**src/rtl/pll_sup_pkg.sv**
```systemverilog
// Shared types and default configuration for the PLL lock supervisor.
package pll_sup_pkg;

    localparam int unsigned RST_PULSE_CYCLES_DEF = 16;
    localparam int unsigned SETTLE_CYCLES_DEF    = 1024;
    localparam int unsigned TIMEOUT_CYCLES_DEF   = 50000;
    localparam int unsigned MAX_RETRIES_DEF      = 3;
    localparam int unsigned RETRY_W              = 4;
    localparam int unsigned RELOCK_W             = 8;

    typedef enum logic [2:0] {
        ST_PLL_RST   = 3'd0,
        ST_WAIT_LOCK = 3'd1,
        ST_SETTLE    = 3'd2,
        ST_RUN       = 3'd3,
        ST_FAIL      = 3'd4
    } state_t;

endpackage

```
**src/rtl/sync_2ff.sv**
```systemverilog
// Two-flop synchronizer for a single asynchronous level, resets to 0.
module sync_2ff (
    input  logic clk,
    input  logic rst,
    input  logic d,
    output logic q
);

    logic meta;

    always_ff @(posedge clk or posedge rst) begin
        if (rst) begin
            meta <= 1'b0;
            q    <= 1'b0;
        end else begin
            meta <= d;
            q    <= meta;
        end
    end

endmodule

```
**src/rtl/pll_lock_supervisor.sv**
```systemverilog
// Sequences PLL reset, lock wait and settle before releasing the system reset.
// Lock timeout / retry / FAIL handling is built only with PLL_SUPERVISOR_TIMEOUT_EN.
module pll_lock_supervisor
    import pll_sup_pkg::*;
#(
    parameter int unsigned RST_PULSE_CYCLES = RST_PULSE_CYCLES_DEF,
    parameter int unsigned SETTLE_CYCLES    = SETTLE_CYCLES_DEF,
    parameter int unsigned TIMEOUT_CYCLES   = TIMEOUT_CYCLES_DEF,
    parameter int unsigned MAX_RETRIES      = MAX_RETRIES_DEF
) (
    input  logic                refclk,
    input  logic                rst,
    input  logic                pll_locked,
    input  logic                force_relock,
    output logic                pll_rst,
    output logic                sys_rst,
    output logic                ready,
    output logic                lock_lost,
    output logic                fail,
    output logic [RETRY_W-1:0]  retry_count,
    output logic [RELOCK_W-1:0] relock_count
);

    localparam int unsigned CNT_MAX = (RST_PULSE_CYCLES > SETTLE_CYCLES) ? RST_PULSE_CYCLES
                                                                          : SETTLE_CYCLES;
    localparam int unsigned CNT_W   = $clog2(CNT_MAX);

    if (RST_PULSE_CYCLES < 2 || SETTLE_CYCLES < 1 || TIMEOUT_CYCLES < 1 ||
        MAX_RETRIES < 1 || MAX_RETRIES > 15) begin : g_bad_params
        $error("pll_lock_supervisor: parameter out of range");
    end

    state_t           state;
    logic [CNT_W-1:0] cnt;
    logic             locked_s;

    sync_2ff u_sync (
        .clk (refclk),
        .rst (rst),
        .d   (pll_locked),
        .q   (locked_s)
    );

`ifdef PLL_SUPERVISOR_TIMEOUT_EN
    localparam int unsigned TCNT_W = (TIMEOUT_CYCLES > 1) ? $clog2(TIMEOUT_CYCLES) : 1;
    logic [TCNT_W-1:0] tcnt;
`else
    assign fail        = 1'b0;
    assign retry_count = '0;
`endif

    // cnt times both the PLL reset pulse and the settle window; they never overlap
    always_ff @(posedge refclk or posedge rst) begin
        if (rst) begin
            state        <= ST_PLL_RST;
            cnt          <= '0;
            pll_rst      <= 1'b1;
            sys_rst      <= 1'b1;
            ready        <= 1'b0;
            lock_lost    <= 1'b0;
            relock_count <= '0;
`ifdef PLL_SUPERVISOR_TIMEOUT_EN
            tcnt         <= '0;
            retry_count  <= '0;
            fail         <= 1'b0;
`endif
        end else begin
            lock_lost <= 1'b0;
            case (state)
                ST_PLL_RST: begin
                    if (cnt == CNT_W'(RST_PULSE_CYCLES - 1)) begin
                        state   <= ST_WAIT_LOCK;
                        cnt     <= '0;
                        pll_rst <= 1'b0;
`ifdef PLL_SUPERVISOR_TIMEOUT_EN
                        tcnt    <= '0;
`endif
                    end else begin
                        cnt <= cnt + CNT_W'(1);
                    end
                end
                ST_WAIT_LOCK: begin
                    if (force_relock) begin
                        state   <= ST_PLL_RST;
                        cnt     <= '0;
                        pll_rst <= 1'b1;
                    end else if (locked_s) begin
                        state <= ST_SETTLE;
                        cnt   <= '0;
                    end
`ifdef PLL_SUPERVISOR_TIMEOUT_EN
                    else if (tcnt == TCNT_W'(TIMEOUT_CYCLES - 1)) begin
                        retry_count <= retry_count + RETRY_W'(1);
                        if (retry_count + RETRY_W'(1) == RETRY_W'(MAX_RETRIES)) begin
                            state <= ST_FAIL;
                            fail  <= 1'b1;
                        end else begin
                            state   <= ST_PLL_RST;
                            cnt     <= '0;
                            pll_rst <= 1'b1;
                        end
                    end else begin
                        tcnt <= tcnt + TCNT_W'(1);
                    end
`endif
                end
                ST_SETTLE: begin
                    if (force_relock) begin
                        state   <= ST_PLL_RST;
                        cnt     <= '0;
                        pll_rst <= 1'b1;
                    end else if (!locked_s) begin
                        state <= ST_WAIT_LOCK;
                        cnt   <= '0;
`ifdef PLL_SUPERVISOR_TIMEOUT_EN
                        tcnt  <= '0;
`endif
                    end else if (cnt == CNT_W'(SETTLE_CYCLES - 1)) begin
                        state   <= ST_RUN;
                        cnt     <= '0;
                        sys_rst <= 1'b0;
                        ready   <= 1'b1;
`ifdef PLL_SUPERVISOR_TIMEOUT_EN
                        retry_count <= '0;
`endif
                    end else begin
                        cnt <= cnt + CNT_W'(1);
                    end
                end
                ST_RUN: begin
                    // loss of lock takes priority over a coincident relock request
                    if (!locked_s || force_relock) begin
                        state   <= ST_PLL_RST;
                        cnt     <= '0;
                        pll_rst <= 1'b1;
                        sys_rst <= 1'b1;
                        ready   <= 1'b0;
                        if (!locked_s) begin
                            lock_lost <= 1'b1;
                            if (relock_count != '1) begin
                                relock_count <= relock_count + RELOCK_W'(1);
                            end
                        end
                    end
                end
`ifdef PLL_SUPERVISOR_TIMEOUT_EN
                ST_FAIL: begin
                    if (force_relock) begin
                        state       <= ST_PLL_RST;
                        cnt         <= '0;
                        pll_rst     <= 1'b1;
                        fail        <= 1'b0;
                        retry_count <= '0;
                    end
                end
`endif
                default: begin
                    state   <= ST_PLL_RST;
                    cnt     <= '0;
                    pll_rst <= 1'b1;
                    sys_rst <= 1'b1;
                    ready   <= 1'b0;
                end
            endcase
        end
    end

endmodule

```
**config.mk**
```make
export PLATFORM = sky130hd
export DESIGN_NAME = pll_lock_supervisor
export DESIGN_NICKNAME = d
export VERILOG_FILES = /design/src/rtl/pll_sup_pkg.sv /design/src/rtl/sync_2ff.sv /design/src/rtl/pll_lock_supervisor.sv
export SDC_FILE = /design/constraint.sdc
export NUM_CORES = 1
export LEC_CHECK = 0
export ABC_AREA = 1
export CAP_MARGIN = 5
export CORE_MARGIN = 8
export CORE_UTILIZATION = 46
export DETAILED_ROUTE_END_ITERATION = 7
export GPL_ROUTABILITY_DRIVEN = 1
export PLACE_DENSITY = 0.68
export SLEW_MARGIN = 20
export SYNTH_ARGS = -nofsm -noshare
export SYNTH_HDL_FRONTEND = slang
export SYNTH_SLANG_ARGS = --single-unit
```
**constraint.sdc**
```tcl
create_clock -name refclk -period 3.98 [get_ports refclk]
set_input_delay 1.194 -clock refclk [delete_from_list [all_inputs] [get_ports refclk]]
set_output_delay 1.194 -clock refclk [all_outputs]
set_load 0.005 [all_outputs]
```
-- Word level (Yosys, flattened, before mapping)
Index checks and enable logic that the tools add are counted.
- register bits: 27
- output and inout port bits: 17
- input port bits: 4
- word-level logic and storage cells: 69
- reduce and logical (&&, ||, !) cells: 10
- bitwise logic cells: 2
- multiplexer cells: 32
- eq/ne operators: 14
- add/sub/neg operators: 2
- operators by type and width (kind ; count):
    $mux W10 ; 7
    $pmux W10 S4 ; 1
    $mux W3 ; 7
    $mux W1 ; 13
    $pmux W3 S4 ; 1
    $add A10 B1 Y10 const B ; 1
    $eq A10 B10 Y1 const B ; 1
    $eq A10 B4 Y1 const B ; 1
    $pmux W1 S3 ; 3
    $add A8 B1 Y8 const B ; 1
    $ne A2 B2 Y1 const B ; 4
    $ne A8 B8 Y1 const B ; 1
    $reduce_and A4 Y1 ; 2
    $eq A3 B2 Y1 const B ; 2
    $reduce_and A5 Y1 ; 1
    $ne A2 B1 Y1 const B ; 2
    $ne A4 B4 Y1 const B ; 1
    $reduce_or A2 Y1 ; 2
    $eq A3 B1 Y1 const B ; 1
    $logic_not A3 Y1 ; 1
    $ne A3 B2 Y1 const B ; 1
    $reduce_and A3 Y1 ; 1
    $not A1 Y1 ; 2
    $reduce_and A2 Y1 ; 1
    other kinds (2) ; 2

-- Depth between registers and ports, before layout
- depth in word-level cells: 5
- gate-level depth with buffers: 9
- depth with buffers taken out: 9

-- Cells and area by module
A second synthesis with hierarchy kept.
- cells, all modules: 194
- area total of the unflattened synthesis: 1541.5 µm²
- modules (own cells, without submodules) (module ; area an instance (µm²) ; sequential area each (µm²) ; cells an instance ; instances):
    pll_lock_supervisor ; 1487.7 ; 603.1 ; 191 ; 1
    sync_2ff ; 53.8 ; 50.0 ; 3 ; 1

-- Worst setup path after synthesis
Ideal clock, no wire load.
- kind: input -> register
- from: in force_relock
- to: reg cnt[2]
- path slack: 2058 ps
- data required time: 3861 ps
- data arrival time: 1803 ps
- stages on the path: 7
- buffers on the path: 0
- setup time: 119 ps
- path through: inv_2 > nand3_4 > nand2_4 > inv_2 > nand2_1 > xor2_1 > nor2_1
- longest elaborated chain between the ends: 3
- elaborated cells between the ends (all ways): 7
- classes of those cells: 2 x eq/ne; 3 x mux; 2 x reduce/logical
- ends and longest elaborated chain (what ; line ; text):
    start, declared ; pll_lock_supervisor.sv:14 ; input logic force_relock,
    $logic_or A1 B1 Y1 ; pll_lock_supervisor.sv:132 ; if (!locked_s || force_relock) begin
    $ne A2 B2 Y1 (no line) ; - ;
    $reduce_and A2 Y1 (no line) ; - ;
    end signal, assigned ; pll_lock_supervisor.sv:79 ; cnt <= cnt + CNT_W'(1);
    end signal, assigned ; pll_lock_supervisor.sv:127 ; cnt <= cnt + CNT_W'(1);
    end, declared ; pll_lock_supervisor.sv:34 ; logic [CNT_W-1:0] cnt;
Parallel ways exist; a longest one is shown, timed or not.
A chain may end at the register's enable or synchronous reset.

-- Worst setup path after layout
- from: reg sys_rst
- to: out sys_rst
- RTL lines (what ; line ; text):
    start, declared ; pll_lock_supervisor.sv:16 ; output logic sys_rst,
    start signal, assigned ; pll_lock_supervisor.sv:58 ; sys_rst <= 1'b1;
    start signal, assigned ; pll_lock_supervisor.sv:121 ; sys_rst <= 1'b0;
    start signal, assigned ; pll_lock_supervisor.sv:136 ; sys_rst <= 1'b1;
No word-level cell between the ends.

==> flow_metrics.tcl <==
set metrics [dict create \
    status "complete, no violations" \
    cts_hold_buf 0 \
    finalInstanceArea_sq_um 1800 \
    routed_wl_mm 2.89 \
    gp_congestion 0.863 \
    max_stage_delay_ps 560 \
    fin_skew_ps 5.40 \
    synth_top_family_by_area "simple AND/OR/NAND/NOR gates" \
    clock_sinks 26 \
    synth_area_leader_cell "dfrtp_1" \
    tightest_slew_ps 921 \
    path_cells "clkdlybuf4s50_1" \
    first_pass_iters 4 \
    synth-compound-area-share_pct 4.53 \
    synthAdderAreaFrac_pct 4.77 \
    dp.final_hpwl_mm 2.15 \
    placeableCoreArea_sq_um 3310 \
    synthTopCellsByArea "dfrtp_1 38%, nand2_1 13%, ha_1 4.8%" \
    fp-row-count 21 \
    ys.flop_type "dfrtp_1" \
    n_antenna_cell 0 \
    setup_viol 0 \
    die_w_microns 74.5 \
    grt.overflow.total 0 \
    worstHoldPathCells 0 \
    postCtsSetupBuffers 0 \
    switching_share_pct 36.3 \
    synth-simple-area-share_pct 33.8 \
    wl_per_cell_microns 11.2 \
    ys_types 29 \
    track_usage_pct 11.4 \
    worstSetupPathDepth 1 \
    fill_cells 328 \
    synth-xor-area-share_pct 6.60 \
    ctsResizeCount 0 \
    max_slew_margin_pct 38.2 \
    port_buffers 15 \
    cpMaxStageDelayCell "dfstp_2" \
    clockRootBuffer "clkbuf_4" \
    htree_levels 1 \
    grt_pass1_wl_mm 5.02 \
    post-route-period-util_pct 64.9 \
    netlist_instances 194 \
    crit_arrival_ps 1390 \
    critical_path_peak_fanout 2 \
    cts.path.max_buffers 2 \
    antenna_found_initial 0 \
    ys_seq_area_share_pct 41.5 \
    grt_max_degree 27 \
    chipHeight_microns 74.5 \
    crit_type "flip-flop to output pin" \
    grt_pass1_vias 1144 \
    cts_tree "yes" \
    cap_viol_max_count 0 \
    seq_power_share_pct 41.1 \
    peakVddDrop_mv 0.291 \
    drtIter0Drc 67 \
    hp-class "flip-flop to flip-flop" \
    cts_buffers 3 \
    avgSynthCellArea_sq_um 8.11 \
    drc 0 \
    drive_above_1_share_pct 13.3 \
    powerDensity_nw_per_um2 465 \
    insertion_delay_ps 330 \
    via_per_inst 4.57 \
    synth_seq_cells 26 \
    synth_edf_count 0 \
    dpl_worst_slack_ps 1460 \
    fin_nets 222 \
    start_util_pct 47.5 \
    cp-start-kind "flip-flop" \
    vias 1174 \
    p_sw_uw 304 \
    fin_tns_setup_ps 0 \
    synth.most_common_cell "nand2_1" \
    total_leakage_power_uw 0.000878 \
    ys_top_cells_by_count "53 x nand2_1, 24 x dfrtp_1, 20 x nor2_1" \
    path_clk_slew_ps 160 \
    async_flop_share_pct 100 \
    period_needed_ps 2580 \
    hold_violations 0 \
    area_growth_pct 14.4 \
    cp_num_buf_inv 1 \
    p_comb_share_pct 36.3 \
    netlist.area_leader.share_pct 38.2 \
    finalMaxSlewViolations 0 \
    dieArea_sq_um 5550 \
    endpoint_kind "output pin" \
    final_antenna_net_count 0 \
    crit_family "flip-flops" \
    rsz0062_at_grt "false" \
    ios 21 \
    p_int_uw 533 \
    required_ps 2790 \
    pwr-share-clk_pct 22.6 \
    clock.fmax_mhz 387 \
    yosys_warnings 0 \
    setup_ws_ps 1400 \
    muxShareOfSynthArea_pct 0 \
    rr_worst_depth 8 \
    dpl-instance-area_sq_um 1750 \
    netlist_area_sq_um 1570 \
]
[flip-flops by register name, summed over array words and instances (netlist names)]
signal and count:
pll_rst 1, relock_count 8, ready 1, u_sync.meta 1, u_sync.q 1, sys_rst 1, state 2, lock_lost 1
cnt 10
[worst paths after layout]
path | from | to | slack (ps)
min in group asynchronous | rst | state[1] | 1230
setup reg to reg | relock_count[1] | relock_count[7] | 2420
hold reg to reg | u_sync.meta | u_sync.q | 370
setup / recovery | sys_rst | sys_rst | 1400
max in group asynchronous | rst | cnt[0] | 2330
hold / removal | u_sync.meta | u_sync.q | 370
[stage by stage]
step / total power (uW) / hold slack (ps) / utilization [%] / std cells
finish: 837 / 371 / 54.4 / 257
global route: 899 / 378 / 54.4 / 257
CTS: 847 / 374 / 54.4 / 257
detailed placement: 655 / 340 / 52.8 / 253
global placement: 654 / 335 / 52.8 / 253
floorplan: 573 / 331 / - / 198
[metal layers]
layer / vias to the layer above / wire [microns] / GRT usage (%)
li1: 631 / - / -
met1: 509 / 1500 / 15.3
met2: 28 / 1180 / 17.0
met3: 6 / 157 / 3.64
met4: 0 / 51 / 3.48
met5: - / 0 / 0
[placed cells by master (no fill, tap or decap)]
cell	instances
a21oi_1	5
nor2_1	20
o21ai_1	1
nand3_2	2
nand3_1	11
dfstp_2	2
xnor2_1	4
xor2_1	6
clkdlybuf4s50_1	15
nand3_4	1
a31oi_1	1
bufinv_16	1
xor2_2	1
nor2_8	1
conb_1	5
nand4_1	5
clkinv_1	1
nor2_4	2
o21bai_1	2
nand2_4	2
clkbuf_4	3
dfrtp_1	24
nor3_1	1
nand3b_1	1
inv_2	4
nor2_2	4
nand2_1	53
ha_1	6
nand2_2	5
inv_1	18
o21ai_0	4
[power groups by stage]
| stage | logic, uW | registers, uW | clock network (uW) |
|---|---|---|---|
| finish | 304 | 345 | 189 |
| global route | 346 | 352 | 200 |
| CTS | 308 | 345 | 194 |
| detailed placement | 305 | 350 | 0 |
| global placement | 306 | 349 | 0 |
| floorplan | 230 | 342 | 0 |
[kinds of logic (layout without fill, tap and decap cells)]
kind of cell	after synthesis	in the layout
simple gates	108	108
buf+inv	29	42
flops	26	26
compound gates	13	13
xor+xnor	11	11
fa+ha+maj	6	6
other cells	1	5
[cell type report]
cell class / instances / area (sq um) / share of cell area, %
multi-input cells: 143 / 801 / 44.5
flip-flops and latches: 26 / 653 / 36.3
repair buffers: 15 / 150 / 8.34
inverters: 23 / 86.3 / 4.79
well taps: 46 / 57.6 / 3.20
clock inverters: 1 / 30.0 / 1.67
clock buffers: 3 / 22.5 / 1.25
(Power assumes the default switching activity.)
